`src/rtl/pc_sequencer_if.sv`:
```
// Control/status bundle between an instruction decoder and the program-counter sequencer.
interface pc_sequencer_if #(
  parameter int PC_W = 12
);
  logic            start_i;
  logic            stall_i;
  logic            halt_i;
  logic            br_i;
  logic            br_take_i;
  logic            call_i;
  logic            ret_i;
  logic [PC_W-1:0] lut_target_i;
  logic            lut_en_o;
  logic [PC_W-1:0] pc_o;
  logic            running_o;
  logic            done_o;
  logic            err_o;
  logic [1:0]      err_code_o;
  logic [15:0]     icount_o;

  // Decoder side: drives instruction qualifiers, observes sequencing state.
  modport master (
    output start_i, stall_i, halt_i, br_i, br_take_i, call_i, ret_i, lut_target_i,
    input  lut_en_o, pc_o, running_o, done_o, err_o, err_code_o, icount_o
  );

  // Sequencer side.
  modport slave (
    input  start_i, stall_i, halt_i, br_i, br_take_i, call_i, ret_i, lut_target_i,
    output lut_en_o, pc_o, running_o, done_o, err_o, err_code_o, icount_o
  );
endinterface

```
`src/rtl/pc_sequencer.sv`:
```
// Program-counter sequencer: IDLE/RUN/HALT control, branch/call/return via LUT targets,
// bounded return stack, sticky first-error capture and saturating retired-instruction count.
module pc_sequencer #(
  parameter int PC_W    = 12,
  parameter int STACK_D = 4
) (
  input  logic          clk,
  input  logic          rst_n,
  pc_sequencer_if.slave bus
);

  localparam int IDX_W = $clog2(STACK_D);
  localparam int SP_W  = IDX_W + 1;

  typedef enum logic [1:0] {
    IDLE = 2'b00,
    RUN  = 2'b01,
    HALT = 2'b10
  } state_t;

  localparam logic [1:0] ERR_TARGET = 2'b01;
  localparam logic [1:0] ERR_OVFL   = 2'b10;
  localparam logic [1:0] ERR_UNDF   = 2'b11;

  state_t          state_q;
  logic [PC_W-1:0] pc_q;
  logic [SP_W-1:0] sp_q;
  logic [15:0]     icount_q;
  logic            err_q;
  logic [1:0]      err_code_q;
  logic            running_q;
  logic            done_q;

  logic [PC_W-1:0] stack_mem [STACK_D];

  logic [PC_W-1:0] pc_inc;
  logic [PC_W-1:0] pc_nxt;
  logic [IDX_W-1:0] top_idx;
  logic            stack_empty;
  logic            stack_full;
  logic            do_push;
  logic            do_pop;
  logic            halt_hit;
  logic            err_hit;
  logic [1:0]      err_code_nxt;
  logic            advance;

  assign pc_inc      = pc_q + 1'b1;
  assign top_idx     = IDX_W'(sp_q - 1'b1);
  assign stack_empty = (sp_q == '0);
  assign stack_full  = (sp_q == SP_W'(STACK_D));
  assign advance     = running_q & ~bus.stall_i;

  // Next-PC decision for an unstalled RUN cycle: halt > ret > call > taken branch > pc+1.
  always_comb begin
    // NOTE: every output of a combinational block gets a default first, so no path infers a latch.
    pc_nxt       = pc_q;
    do_push      = 1'b0;
    do_pop       = 1'b0;
    halt_hit     = 1'b0;
    err_hit      = 1'b0;
    err_code_nxt = 2'b00;
    if (bus.halt_i) begin
      halt_hit = 1'b1;
    end else if (bus.ret_i) begin
      if (stack_empty) begin
        err_hit      = 1'b1;
        err_code_nxt = ERR_UNDF;
      end else begin
        do_pop = 1'b1;
        pc_nxt = stack_mem[top_idx];
      end
    end else if (bus.call_i) begin
      if (bus.lut_target_i == '0) begin
        err_hit      = 1'b1;
        err_code_nxt = ERR_TARGET;
      end else if (stack_full) begin
        err_hit      = 1'b1;
        err_code_nxt = ERR_OVFL;
      end else begin
        do_push = 1'b1;
        pc_nxt  = bus.lut_target_i;
      end
    end else if (bus.br_i && bus.br_take_i) begin
      if (bus.lut_target_i == '0) begin
        err_hit      = 1'b1;
        err_code_nxt = ERR_TARGET;
      end else begin
        pc_nxt = bus.lut_target_i;
      end
    end else if (&pc_q) begin
      // Falling off the top of the address space is treated like an underflow, never a wrap.
      err_hit      = 1'b1;
      err_code_nxt = ERR_UNDF;
    end else begin
      pc_nxt = pc_inc;
    end
  end

  // NOTE: the return stack is plain storage with no reset; the stack pointer alone defines validity.
  always_ff @(posedge clk) begin
    if (advance && do_push) begin
      stack_mem[sp_q[IDX_W-1:0]] <= pc_inc;
    end
  end

  always_ff @(posedge clk or negedge rst_n) begin
    // NOTE: sequential state uses non-blocking assignments so every register samples pre-edge values.
    if (!rst_n) begin
      state_q    <= IDLE;
      pc_q       <= '0;
      sp_q       <= '0;
      icount_q   <= '0;
      err_q      <= 1'b0;
      err_code_q <= 2'b00;
      running_q  <= 1'b0;
      done_q     <= 1'b0;
    end else begin
      case (state_q)
        IDLE, HALT: begin
          if (bus.start_i) begin
            state_q    <= RUN;
            pc_q       <= '0;
            sp_q       <= '0;
            icount_q   <= '0;
            err_q      <= 1'b0;
            err_code_q <= 2'b00;
            running_q  <= 1'b1;
            done_q     <= 1'b0;
          end
        end
        RUN: begin
          if (!bus.stall_i) begin
            if (err_hit) begin
              if (!err_q) begin
                err_q      <= 1'b1;
                err_code_q <= err_code_nxt;
              end
              state_q   <= HALT;
              running_q <= 1'b0;
              done_q    <= 1'b1;
            end else begin
              pc_q <= pc_nxt;
              if (do_push) sp_q <= sp_q + 1'b1;
              if (do_pop)  sp_q <= sp_q - 1'b1;
              if (icount_q != 16'hFFFF) icount_q <= icount_q + 16'd1;
              if (halt_hit) begin
                state_q   <= HALT;
                running_q <= 1'b0;
                done_q    <= 1'b1;
              end
            end
          end
        end
        default: begin
          state_q   <= IDLE;
          running_q <= 1'b0;
          done_q    <= 1'b0;
        end
      endcase
    end
  end

  assign bus.lut_en_o   = running_q & ~bus.stall_i & (bus.br_i | bus.call_i);
  assign bus.pc_o       = pc_q;
  assign bus.running_o  = running_q;
  assign bus.done_o     = done_q;
  assign bus.err_o      = err_q;
  assign bus.err_code_o = err_code_q;
  assign bus.icount_o   = icount_q;

endmodule

```
`src/flat_wrapper.sv`:
```
// flat-port wrapper written by rule: the top's interface ports become plain ports
module pc_sequencer_flat 
#(
  parameter int PC_W    = 12,
  parameter int STACK_D = 4
)
  (clk, rst_n, bus_start_i, bus_stall_i, bus_halt_i, bus_br_i, bus_br_take_i, bus_call_i, bus_ret_i, bus_lut_target_i, bus_lut_en_o, bus_pc_o, bus_running_o, bus_done_o, bus_err_o, bus_err_code_o, bus_icount_o);
  pc_sequencer_if #(.PC_W(PC_W)) bus_i ();
  input  logic clk;
  input  logic rst_n;
  input wire logic [$bits(bus_i.start_i)-1:0] bus_start_i;
  input wire logic [$bits(bus_i.stall_i)-1:0] bus_stall_i;
  input wire logic [$bits(bus_i.halt_i)-1:0] bus_halt_i;
  input wire logic [$bits(bus_i.br_i)-1:0] bus_br_i;
  input wire logic [$bits(bus_i.br_take_i)-1:0] bus_br_take_i;
  input wire logic [$bits(bus_i.call_i)-1:0] bus_call_i;
  input wire logic [$bits(bus_i.ret_i)-1:0] bus_ret_i;
  input wire logic [$bits(bus_i.lut_target_i)-1:0] bus_lut_target_i;
  output wire logic [$bits(bus_i.lut_en_o)-1:0] bus_lut_en_o;
  output wire logic [$bits(bus_i.pc_o)-1:0] bus_pc_o;
  output wire logic [$bits(bus_i.running_o)-1:0] bus_running_o;
  output wire logic [$bits(bus_i.done_o)-1:0] bus_done_o;
  output wire logic [$bits(bus_i.err_o)-1:0] bus_err_o;
  output wire logic [$bits(bus_i.err_code_o)-1:0] bus_err_code_o;
  output wire logic [$bits(bus_i.icount_o)-1:0] bus_icount_o;
  assign bus_i.start_i = bus_start_i;
  assign bus_i.stall_i = bus_stall_i;
  assign bus_i.halt_i = bus_halt_i;
  assign bus_i.br_i = bus_br_i;
  assign bus_i.br_take_i = bus_br_take_i;
  assign bus_i.call_i = bus_call_i;
  assign bus_i.ret_i = bus_ret_i;
  assign bus_i.lut_target_i = bus_lut_target_i;
  assign bus_lut_en_o = bus_i.lut_en_o;
  assign bus_pc_o = bus_i.pc_o;
  assign bus_running_o = bus_i.running_o;
  assign bus_done_o = bus_i.done_o;
  assign bus_err_o = bus_i.err_o;
  assign bus_err_code_o = bus_i.err_code_o;
  assign bus_icount_o = bus_i.icount_o;
  pc_sequencer #(.PC_W(PC_W), .STACK_D(STACK_D)) u_core (.clk(clk), .rst_n(rst_n), .bus(bus_i));
endmodule
```
`config.mk`:
```
export PLATFORM = sky130hd
export DESIGN_NAME = pc_sequencer_flat
export DESIGN_NICKNAME = d
export VERILOG_FILES = /design/src/rtl/pc_sequencer_if.sv /design/src/rtl/pc_sequencer.sv /design/src/flat_wrapper.sv
export SDC_FILE = /design/constraint.sdc
export NUM_CORES = 1
export LEC_CHECK = 0
export CAP_MARGIN = 20
export CORE_ASPECT_RATIO = 1.4
export CORE_MARGIN = 4
export CORE_UTILIZATION = 45
export CTS_CLUSTER_DIAMETER = 200
export DETAILED_ROUTE_END_ITERATION = 6
export PLACE_DENSITY_LB_ADDON = 0.1
export RECOVER_POWER = 25
export REMOVE_ABC_BUFFERS = 1
export SLEW_MARGIN = 5
export SYNTH_ARGS = -nofsm -noshare
export SYNTH_HDL_FRONTEND = slang
export SYNTH_SLANG_ARGS = --single-unit
export TNS_END_PERCENT = 20
```
`constraint.sdc`:
```
create_clock -name clk -period 8.3 [get_ports clk]
set_clock_uncertainty 0.15 [all_clocks]
set_input_delay 0.83 -clock clk [delete_from_list [all_inputs] [get_ports clk]]
set_output_delay 0.83 -clock clk [all_outputs]
set_load 0.05 [all_outputs]
```
* After elaboration in Yosys (flattened, before gate mapping)
Memories as Yosys holds them, arrays and structs flattened.
Cells that the tools add are included.
** Storage, ports and cells
- RAM bits :: 48
- Memories kept :: 1
- Input port bits :: 21
- Bits in registers :: 38
** Memory list
- u_core.stack_mem :: words 4, width 12, read ports 1, clocked after memory_dff 0, write ports 1, line pc_sequencer.sv:34 : logic [PC_W-1:0] stack_mem [STACK_D];
** Operators by class
- Equal/unequal tests :: 18
- Bitwise logic cells :: 4
- Mux-type cells :: 76
- Reduce and logical (&&, ||, !) cells :: 14
- Add/subtract/negate cells :: 4
** Operators by type and width (count)
- $mux 12 :: 12
- $mux 16 :: 4
- $mux 2 :: 16
- $pmux 16 s2 :: 1
- $mux 1 :: 31
- $pmux 12 s2 :: 1
- $add 16x1->16 const B :: 1
- $ne 16x16->1 const B :: 1
- $mux 3 :: 5
- $reduce_and 5->1 :: 3
- $add 12x1->12 const B :: 1
- $logic_not 12->1 :: 1
- $ne 4x4->1 const B :: 3
- $reduce_and 12->1 :: 1
- $ne 2x2->1 const B :: 5
- $reduce_and 10->1 :: 1
- $pmux 2 s2 :: 2
- $ne 3x1->1 const B :: 2
- $pmux 1 s2 :: 3
- $pmux 3 s2 :: 1
- $ne 5x4->1 const B :: 1
- $ne 2x1->1 const B :: 2
- $reduce_and 4->1 :: 1
- $add 3x1->3 const B :: 1
- other kinds (14) :: 16

* Logic depth before layout (Yosys ltp)
Gate-level depths: netlist (run 1).
- Depth after elaboration :: 11
- Gate-level depth with buffers :: 9
- Mapped depth without buffers :: 7

* Least setup slack after synthesis (run 1)
Ideal clock, no wire load.
- Kind :: input to register
- Start :: input port bus_br_i
- End :: register u_core.pc_q[1], in the netlist u_core.bus.pc_o[1]
- Required time :: 8.022 ns
- Arrival time :: 2.551 ns
- Buffers on the path :: 1
- Setup time :: 0.128 ns
- Stages on the path :: 6
- Path slack :: 5.471 ns
- Cell sequence :: a21o_1 -> buf_2 -> or4_4 -> a41o_1 -> a21oi_2 -> mux2_1
** On the way
- Word-level cells in the longest chain between the ends :: 8
** RTL lines
- start, declared :: line flat_wrapper.sv:14 : input wire logic [$bits(bus_i.br_i)-1:0] bus_br_i;
- $logic_and 1x1->1 (*) :: line pc_sequencer.sv:84 : end else if (bus.br_i && bus.br_take_i) begin
- $mux 12 :: line pc_sequencer.sv:84
- $mux 12 :: line pc_sequencer.sv:73 : end else if (bus.call_i) begin
- $mux 12 :: line pc_sequencer.sv:65 : end else if (bus.ret_i) begin
- $mux 12 :: line pc_sequencer.sv:63 : if (bus.halt_i) begin
- $mux 12 :: line pc_sequencer.sv:134 : if (err_hit) begin
- $mux 12 :: line pc_sequencer.sv:133 : if (!bus.stall_i) begin
- $pmux 12 s2 :: line pc_sequencer.sv:119 : case (state_q)
- end signal, assigned :: line pc_sequencer.sv:143 : pc_q <= pc_nxt;
- end, declared :: line pc_sequencer.sv:26 : logic [PC_W-1:0] pc_q;
Mark *: on every way between the ends. The rest lies on a longest branch, timed or not. The select of a mux whose other input is x is not followed.
A chain may end at the register's enable or synchronous reset.

* Worst setup path after layout (run 1)
- Start :: input port bus_ret_i
- End :: register u_core.icount_q[3], in the netlist u_core.bus.icount_o[3]
** On the way
- Word-level cells in the longest chain between the ends :: 4
** RTL lines
- start, declared :: line flat_wrapper.sv:17 : input wire logic [$bits(bus_i.ret_i)-1:0] bus_ret_i;
- $mux 1 :: line pc_sequencer.sv:65
- $mux 1 :: line pc_sequencer.sv:63
- $ne 2x2->1 (no line)
- $reduce_and 5->1 (no line)
- end signal, assigned :: line pc_sequencer.sv:146 : if (icount_q != 16'hFFFF) icount_q <= icount_q + 16'd1;
- end, declared :: line pc_sequencer.sv:28 : logic [15:0] icount_q;
Every way passes these cells.

==> results of run 1 <==
[cell type report]
type	instances	area [sq um]
clock buffer	12	279
tap	110	138
clock inverter	4	50.0
timing repair buffer	57	557
sequential	85	2370
multi-input combinational	260	1860
fill	814	4130
inverter	20	75.1
[kinds of logic after synthesis]
group           after synthesis  synth area share [%]
fa+ha+maj                     7                  2.00
compound gates              103                  16.3
flops                        85                  54.1
simple gates                123                  14.8
buf+inv                      36                  3.35
xor+xnor                      7                  1.40
mux                          20                  8.04
[state kept, by name, indices dropped and copies added (netlist names)]
register,flops
u_core.bus.pc_o,12
u_core.stack_mem,48
u_core.bus.running_o,1
u_core.bus.err_o,1
u_core.state_q,2
u_core.sp_q,3
u_core.bus.icount_o,16
u_core.bus.err_code_o,2
[layer usage]
layer	track usage (%)	up-vias
li1	-	1586
met1	24.3	1665
met2	38.1	137
met3	3.56	27
met4	8.70	0
met5	0	-
[cells in the mapped netlist, types with 7 or more instances]
| cell type | count | area share (%) |
|---|---|---|
| nor2_1 | 25 | 2.1 |
| nor4_1 | 7 | 1.0 |
| mux4_2 | 12 | 6.2 |
| nand2_1 | 25 | 2.1 |
| a31oi_1 | 7 | 1.0 |
| dfrtp_1 | 37 | 21 |
| edfxtp_1 | 48 | 33 |
| o2bb2ai_1 | 8 | 1.6 |
| o211ai_1 | 8 | 1.4 |
| clkbuf_1 | 11 | 0.94 |
| nand3_1 | 18 | 2.1 |
| ha_1 | 7 | 2.0 |
| mux2i_1 | 7 | 1.6 |
| a21oi_1 | 16 | 1.8 |
| a211oi_1 | 8 | 1.4 |
| or3_1 | 7 | 1.0 |
| inv_1 | 19 | 1.6 |
| nor3_1 | 9 | 1.0 |
| o21ai_0 | 22 | 2.5 |
[worst max-delay path: stages]
cell and delay (ns):
clkdlybuf4s50_1 0.98, clkinv_1 0.68, a21oi_1 0.40, a41oi_1 0.08
buf_4 0.22, a211oi_1 0.69, a22o_1 0.23
[worst min-delay path by stage]
stage	from	end	slack, ns	cells after the start
2_1_floorplan	rst_n	u_core.bus.err_code_o[0]	0.38	0
3_3_place_gp	u_core.bus.err_code_o[0]	u_core.bus.err_code_o[0]	0.37	2
3_5_place_dp	u_core.bus.err_code_o[0]	u_core.bus.err_code_o[0]	0.38	2
4_1_cts	u_core.bus.err_code_o[0]	u_core.bus.err_code_o[0]	0.38	2
5_1_grt	u_core.bus.err_code_o[0]	u_core.bus.err_code_o[0]	0.39	2
6_report	u_core.bus.err_code_o[0]	u_core.bus.err_code_o[0]	0.37	2
[per-stage QoR]
step                      util, %  std cells  worst slack [ns]  hold WS [ns]
after floorplan                 -        365              5.31         0.384
after global placement       52.8        531              3.98         0.375
after detailed placement     52.8        531              3.90         0.378
after CTS                    56.2        547              4.25         0.378
after global routing         56.3        548              4.19         0.394
final                        56.3        548              4.31         0.374
[power breakdown]
part           total, uW  internal (uW)  switching, uW  leakage, uW
sequential           608            523           84.8     0.000936
clock                434            270            164     0.000163
combinational        661            250            412     0.000821
total               1700           1040            660      0.00192
==> flow_metrics.py, run 1 <==
metrics = {
    "status": {
        "status": "finished with violations",
        "violations": "capacitance limit, slew limit",
    },
    "pwr": {
        "vdd_drop_max_mv": 0.148,
        "finalPower_uw": 1700,
        "p_per_area_mw_per_mm2": 320,
        "leakagePower_uw": 0.00192,
    },
    "clocking": {
        "clk_latency_ns": 0.34,
        "clk_pin_slew_ns": 0.06,
        "htree_num_levels": 3,
        "clock-sinks": 85,
        "numCtsBuffers": 9,
        "postCtsSetupBuffers": 0,
        "cts_tree": "built",
        "ctsResizeCount": 0,
        "cts_buffer_depth": 2,
        "cts-root-buf": "clkbuf_16",
        "hold_buffers": 0,
    },
    "flow_run": {
        "drv_cap": 1,
    },
    "finish": {
        "area_growth_pct": 21.8,
        "fin_nets": 461,
        "diodes": 0,
        "final_common_cell": "clkdlybuf4s50_1",
        "post_route_cells_drive_above_1_share_pct": 9.13,
        "final_cell_mix": "clkdlybuf4s50_1 (53), edfxtp_1 (48), dfrtp_1 (37), nand2_1 (25), nor2_1 (25)",
        "final_area_sq_mm": 0.00533,
    },
    "critical_path": {
        "setup.worst_path.class": "in2reg",
        "ff2ff_path_depth": 6,
        "arrival_ns": 4.12,
        "reg2reg_from": "u_core.sp_q[0]",
        "crit_required_ns": 8.43,
        "crit_end": "u_core.bus.icount_o[3]",
        "r2r-end": "u_core.stack_mem[3][2]",
        "rrSetupSlack_ns": 4.90,
        "cp_max_fo": 21,
        "worstSetupStartpoint": "bus_ret_i",
        "startpoint_type": "input pin",
        "endpoint_kind": "flip-flop",
    },
    "yosys": {
        "netlist_area_sq_mm": 0.00437,
        "synth.distinct_cells": 60,
        "synth_cells": 381,
        "yosys_warnings": 0,
        "ys_seq_area_share_pct": 54.1,
        "synth_ff_type": "edfxtp_1",
        "synthArstFlopShare_pct": 43.5,
        "ys_ff_latch": 85,
        "syn_avg_cell_area_sq_um": 11.5,
        "synth_edf_count": 48,
    },
    "route": {
        "ant_nets": 0,
        "wl_met1_microns": 4420,
        "via_per_inst": 6.23,
        "dr.pass1.iters": 4,
        "route.top_layer_used": "met4",
        "wl_met3_microns": 645,
        "wl_per_cell_microns": 21.2,
        "routed_wl_microns": 11600,
        "drtIter0Drc": 275,
        "vias": 3415,
        "drc": 0,
        "wl_met2_microns": 6300,
    },
    "die": {
        "dieWidth_microns": 91.3,
        "die-area_sq_mm": 0.0114,
        "rows": 42,
        "design.core.area_sq_mm": 0.00946,
        "die_y_microns": 125,
        "pin_count": 55,
        "start_util_pct": 46.2,
    },
    "placed_design": {
        "port_buffers": 54,
        "routabilityCongestion": 0.902,
        "dp_hpwl_microns": 8060,
        "place_area_sq_mm": 0.00499,
    },
    "sta": {
        "post-route-period-util_pct": 48.0,
        "hold_viol_final": 0,
        "drv_slew": 38,
        "rsz0062_at_grt": "false",
        "worstMarginPinSlew_ns": 2.10,
        "final.min_clock_period_ns": 3.99,
        "fmax_mhz": 251,
        "slew_headroom_pct": -40.2,
        "setup_tns_ns": 0,
        "setup_violations": 0,
    },
    "worst_hold_path": {
        "hp-class": "reg2reg",
    },
    "global_routing": {
        "grt_usage_pct": 21.1,
        "grt_pass1_vias": 3395,
        "antenna_found_initial": 0,
        "grt_max_degree": 38,
        "grt_pass1_wl_microns": 18400,
        "grt_overflow": 0,
    },
}
(Power assumes the default switching activity.)
==> run 2, diff against run 1 <==
- clock period: 8.3 -> 3.7 ns (I/O delays scaled with it)
==> run 2 against run 1 <==
Compared with the run above: the flow still finishes with violations (capacitance limit, slew limit); worst hold slack better by 0.0063 ns; final cell count rose by 1.8%; wire length fell by 2.5%; utilization rose by 0.34 points; design area increased by 0.61%; die area did not move; sequential power increased by 120%; clock-buffer cell count did not move; first-iteration DRC count is 16% lower; worst setup slack worse by 3.4 ns; register-to-register slack worse by 3.9 ns; critical path type unchanged; largest cell class unchanged; highest routed layer unchanged.
==> flow_metrics.py, run 2 (synthesis gave the netlist of run 1 again) <==
metrics = {
    "clocking": {
        "hold_buffers": 0,
        "cts_tree": "built",
        "htree_num_levels": 3,
        "postCtsSetupBuffers": 0,
        "numCtsBuffers": 9,
        "clk_latency_ns": 0.34,
        "clock-sinks": 85,
        "ctsResizeCount": 0,
        "cts_buffer_depth": 2,
        "clk_pin_slew_ns": 0.06,
        "cts-root-buf": "clkbuf_16",
    },
    "sta": {
        "final.min_clock_period_ns": 2.74,
        "setup_violations": 0,
        "worstMarginPinSlew_ns": 2.13,
        "post-route-period-util_pct": 74.1,
        "setup_tns_ns": 0,
        "drv_slew": 38,
        "fmax_mhz": 365,
        "rsz0062_at_grt": "false",
        "slew_headroom_pct": -42.1,
        "hold_viol_final": 0,
    },
    "worst_hold_path": {
        "worstHoldStart": "u_core.bus.icount_o[0]",
        "holdPathEnd": "u_core.bus.icount_o[0]",
        "hold_depth": 1,
        "hp-class": "reg2reg",
    },
    "finish": {
        "final_cell_mix": "clkdlybuf4s50_1 (53), edfxtp_1 (48), dfrtp_1 (37), nand2_1 (25), nor2_1 (25)",
        "ff_latch_area_sq_mm": 0.00237,
        "largest_reg_flops": 48,
        "fill_cells": 816,
        "multiInputGateArea_sq_mm": 0.00186,
        "diodes": 0,
        "layout.cells.non_filler": 558,
        "area_growth_pct": 22.5,
        "utilization_pct": 56.6,
        "fin_nets": 471,
        "final_common_cell": "clkdlybuf4s50_1",
        "post_route_cells_drive_above_1_share_pct": 11.2,
    },
    "critical_path": {
        "endpoint_kind": "flip-flop",
        "crit_required_ns": 3.77,
        "setup.worst_path.class": "in2reg",
        "r2r-end": "u_core.bus.pc_o[1]",
        "cp_max_fo": 11,
        "reg2reg_from": "u_core.bus.pc_o[4]",
        "rrSetupSlack_ns": 1.00,
        "arrival_ns": 2.81,
        "ff2ff_path_depth": 5,
        "startpoint_type": "input pin",
    },
    "route": {
        "drc": 0,
        "dr.pass1.iters": 4,
        "routed_wl_microns": 11300,
        "via_per_inst": 6.11,
        "drtIter0Drc": 231,
        "wl_per_cell_microns": 20.3,
        "vias": 3408,
        "ant_nets": 0,
    },
    "pwr": {
        "vdd_drop_max_mv": 0.371,
        "leakagePower_uw": 0.00195,
        "p_per_area_mw_per_mm2": 700,
        "finalPower_uw": 3750,
    },
    "die": {
        "die_y_microns": 125,
        "start_util_pct": 46.2,
        "design.core.area_sq_mm": 0.00946,
        "die-area_sq_mm": 0.0114,
        "rows": 42,
        "dieWidth_microns": 91.3,
        "pin_count": 55,
    },
    "global_routing": {
        "grt_max_degree": 38,
        "antenna_found_initial": 0,
        "grt_usage_pct": 20.9,
        "grt_pass1_wl_microns": 18400,
        "grt_pass1_vias": 3530,
        "grt_overflow": 0,
    },
    "placed_design": {
        "dp.cells": 542,
        "port_buffers": 54,
        "routabilityCongestion": 0.863,
        "dp_hpwl_microns": 8160,
    },
    "status": {
        "violations": "capacitance limit, slew limit",
        "status": "finished with violations",
    },
    "flow_run": {
        "drv_cap": 1,
    },
}
-- run 2: worst max-delay path by stage --
stage	startpoint	end	depth (start not counted)
after floorplan	u_core.bus.pc_o[5]	u_core.bus.icount_o[12]	5
after global placement	bus_lut_target_i[5]	u_core.bus.pc_o[1]	6
after detailed placement	bus_call_i	u_core.bus.pc_o[1]	6
after CTS	bus_call_i	u_core.bus.pc_o[1]	6
after global routing	bus_call_i	u_core.bus.pc_o[4]	7
final	bus_call_i	u_core.bus.pc_o[1]	6
-- run 2: cell type report --
cell class                 instances  share of cell area (%)
multi-input combinational        260                    34.7
sequential                        85                    44.2
clock buffer                      12                    4.97
tap                              110                    2.57
inverter                          20                    1.40
timing repair buffer              67                    11.8
clock inverter                     4                   0.374
-- run 2: report_power, final --
part | total (uW) | leakage (uW) | internal [uW] | switching [uW]
Combinational | 1560 | 0.000871 | 587 | 974
Clock | 865 | 0.000146 | 506 | 360
Sequential | 1320 | 0.000936 | 1170 | 150
-- run 2: critical path: stages --
cell	delay, ns
clkdlybuf4s50_1	0.48
a21o_1	0.31
or4_4	0.55
a41o_1	0.38
a21oi_2	0.36
mux2_1	0.35
-- run 2: stage by stage --
stage          setup slack [ns]  hold slack [ns]  area (sq um)
6_report                  0.959            0.380          5360
5_1_grt                   0.842            0.424          5360
4_1_cts                   0.975           0.0421          5360
3_5_place_dp              0.615            0.379          5070
3_3_place_gp              0.703            0.372          5070
2_1_floorplan             0.779          -0.0756          4300
-- run 2: routing by layer --
metal	track usage [%]	vias up	part of all wire [%]	wire length, microns
met4	7.99	0	2.0	223
met1	25.2	1707	40	4580
met5	0	-	0	0
met3	2.54	16	4.0	451
met2	37.6	84	54	6090
li1	-	1601	-	-
==> RTL change: new RTL, flow settings as in run 2 <==
Reset style: synchronous (`rst_n`), changed in one clocked block.
--- a/src/rtl/pc_sequencer.sv
+++ b/src/rtl/pc_sequencer.sv
@@ -105,5 +105,5 @@
   end
 
-  always_ff @(posedge clk or negedge rst_n) begin
+  always_ff @(posedge clk) begin
     // NOTE: sequential state uses non-blocking assignments so every register samples pre-edge values.
     if (!rst_n) begin
Function: differs if rst_n is asserted again (counterexample within 4 cycles, from zero or initial values and one cycle with rst_n low); with rst_n held inactive, the same outputs for 4 cycles.
==> RTL change against run 2 <==
Count of clock-buffer cells in the layout shrank 3. Fmax shrank 5.0%. Synthesized area increased by 1.7%. Worst setup slack worse by 0.14 ns. Sequential share of layout area shrank 4.4 points. Final area rose by 2.3%. Routed wire length up 6.6%. Sequential cell count stayed put. Largest cell class unchanged. Critical endpoint is now u_core.bus.err_code_o[0].
Power is not compared: it rests on default switching activity, and its combinational part moved more than twofold at a synthesized area within 25%.
==> RTL change: results (changes against run 2) <==
- The global-route total usage across every layer is 21.8% (was 20.9%).
- The share of flip-flops with an asynchronous set or reset is 0% (was 43.5%).
- Status: completed (was complete, but fails checks).
- The sequential element share of the synthesized area is 49.1% (was 54.1%).
- The number of violations reported at the end of detailed-routing iteration 0 is 233 (was 231).
- The worst-case setup slack after placement came to 0.539 ns (was 0.615 ns).
- The HPWL after detailed placement is 8400 µm (was 8160 µm).
- The number of hold buffers added after cts is 0 (unchanged).
- The number of distinct standard cells referenced by the synthesized netlist came to 64 (was 60).
- The number of detailed-routing iterations run before antenna repair is 4 (unchanged).
- The data arrival at the endpoint of the critical path is 2.97 ns (was 2.81 ns).
- The maximum number of pins on one net before global-route repair is 26 (was 38).
- The number of antenna violations at the first check in global routing is 0 (unchanged).
- The worst max-slew margin expressed relative to the limit is 49.3% (was -42.1%).
- The number of nets in the layout was 490 (was 471).
- The delay of the slowest critical-path stage is 0.62 ns (was 0.55 ns).
- The routability congestion estimate from global placement is 0.848 (was 0.863).
- The total via count after detailed routing is 3554 (was 3408).
- The slowest cell on the critical path is sky130_fd_sc_hd__nor4_1 (was sky130_fd_sc_hd__or4_4).
- The wire length of the first global-routing pass was 19200 µm (was 18400 µm).
- The number of H-tree branching levels is 3 (unchanged).
- Cells taking the most area after synthesis: sky130_fd_sc_hd__edfxtp_1 32%, sky130_fd_sc_hd__dfxtp_1 17%, sky130_fd_sc_hd__mux4_2 6.1%, sky130_fd_sc_hd__mux2i_1 4.3%, sky130_fd_sc_hd__nand2_1 3.8% (was sky130_fd_sc_hd__edfxtp_1 33%, sky130_fd_sc_hd__dfrtp_1 21%, sky130_fd_sc_hd__mux4_2 6.2%, sky130_fd_sc_hd__o21ai_0 2.5%, sky130_fd_sc_hd__nand2_1 2.1%).
- The most used flip-flop cell after synthesis is sky130_fd_sc_hd__edfxtp_1 (unchanged).
- The final wirelength is 12100 µm (was 11300 µm).
- The share of layout cells above drive strength 1 is 11.8% (was 11.2%).
- The kind of cell adding the most delay to the critical path is simple AND/OR/NAND/NOR gates (was compound AO/OA/AOI/OAI gates).
- The largest fanout of any net on the critical path is 9 (was 11).
RTL change: tightest hold or removal path, stage by stage, from the launching register on:
cell	delay, ns
sky130_fd_sc_hd__dfxtp_1	0.34
sky130_fd_sc_hd__nand2_1	0.06
sky130_fd_sc_hd__mux2i_1	0.06
RTL change: path summary, 6_finish.rpt:
path | start | endpoint | slack, ns | depth (start not counted)
setup reg to reg | u_core.bus.pc_o[0] | u_core.bus.err_code_o[0] | 0.81 | 6
hold reg to reg | u_core.bus.icount_o[1] | u_core.bus.icount_o[1] | 0.35 | 2
setup / recovery | u_core.bus.pc_o[0] | u_core.bus.err_code_o[0] | 0.81 | 6
hold / removal | u_core.bus.icount_o[1] | u_core.bus.icount_o[1] | 0.35 | 2
RTL change: layout make-up:
| cell class | count | area [µm²] |
|---|---|---|
| Inverter | 11 | 41.3 |
| Clock buffer | 9 | 225 |
| Tap cell | 132 | 165 |
| Clock inverter | 7 | 120 |
| Fill cell | 860 | 4080 |
| Sequential cell | 85 | 2180 |
| Timing Repair Buffer | 66 | 643 |
| Multi-Input combinational cell | 289 | 2110 |
RTL change: power by group through the flow:
stage	Sequential, mW	Combinational [mW]	Clock [mW]
finish	1.00	0.205	1.04
global route	1.00	0.221	1.09
CTS	1.00	0.205	1.06
detailed placement	1.02	0.205	0
global placement	1.02	0.204	0
floorplan	1.03	0.0967	0
RTL change: cells by family after synthesis:
family          after synthesis  share of synthesized area (%)
simple gates                148                           17.8
fa+ha+maj                     7                           1.97
compound gates               99                           16.6
mux                          31                           10.4
buf+inv                      36                           3.43
xor+xnor                      4                          0.788
flops                        85                           49.1
RTL change: routing by layer:
metal | vias to the layer above | routed length (µm) | global-route usage (%)
met4 | 0 | 255 | 6.91
met3 | 17 | 742 | 5.53
met1 | 1729 | 4840 | 25.9
li1 | 1697 | - | -
met2 | 111 | 6260 | 38.2
met5 | - | 0 | 0
RTL change: metrics by stage:
step | std cells | instance area [µm²]
after floorplan | 385 | 4330
after global placement | 582 | 5130
after detailed placement | 582 | 5130
after CTS | 598 | 5480
after global routing | 599 | 5480
final | 599 | 5480
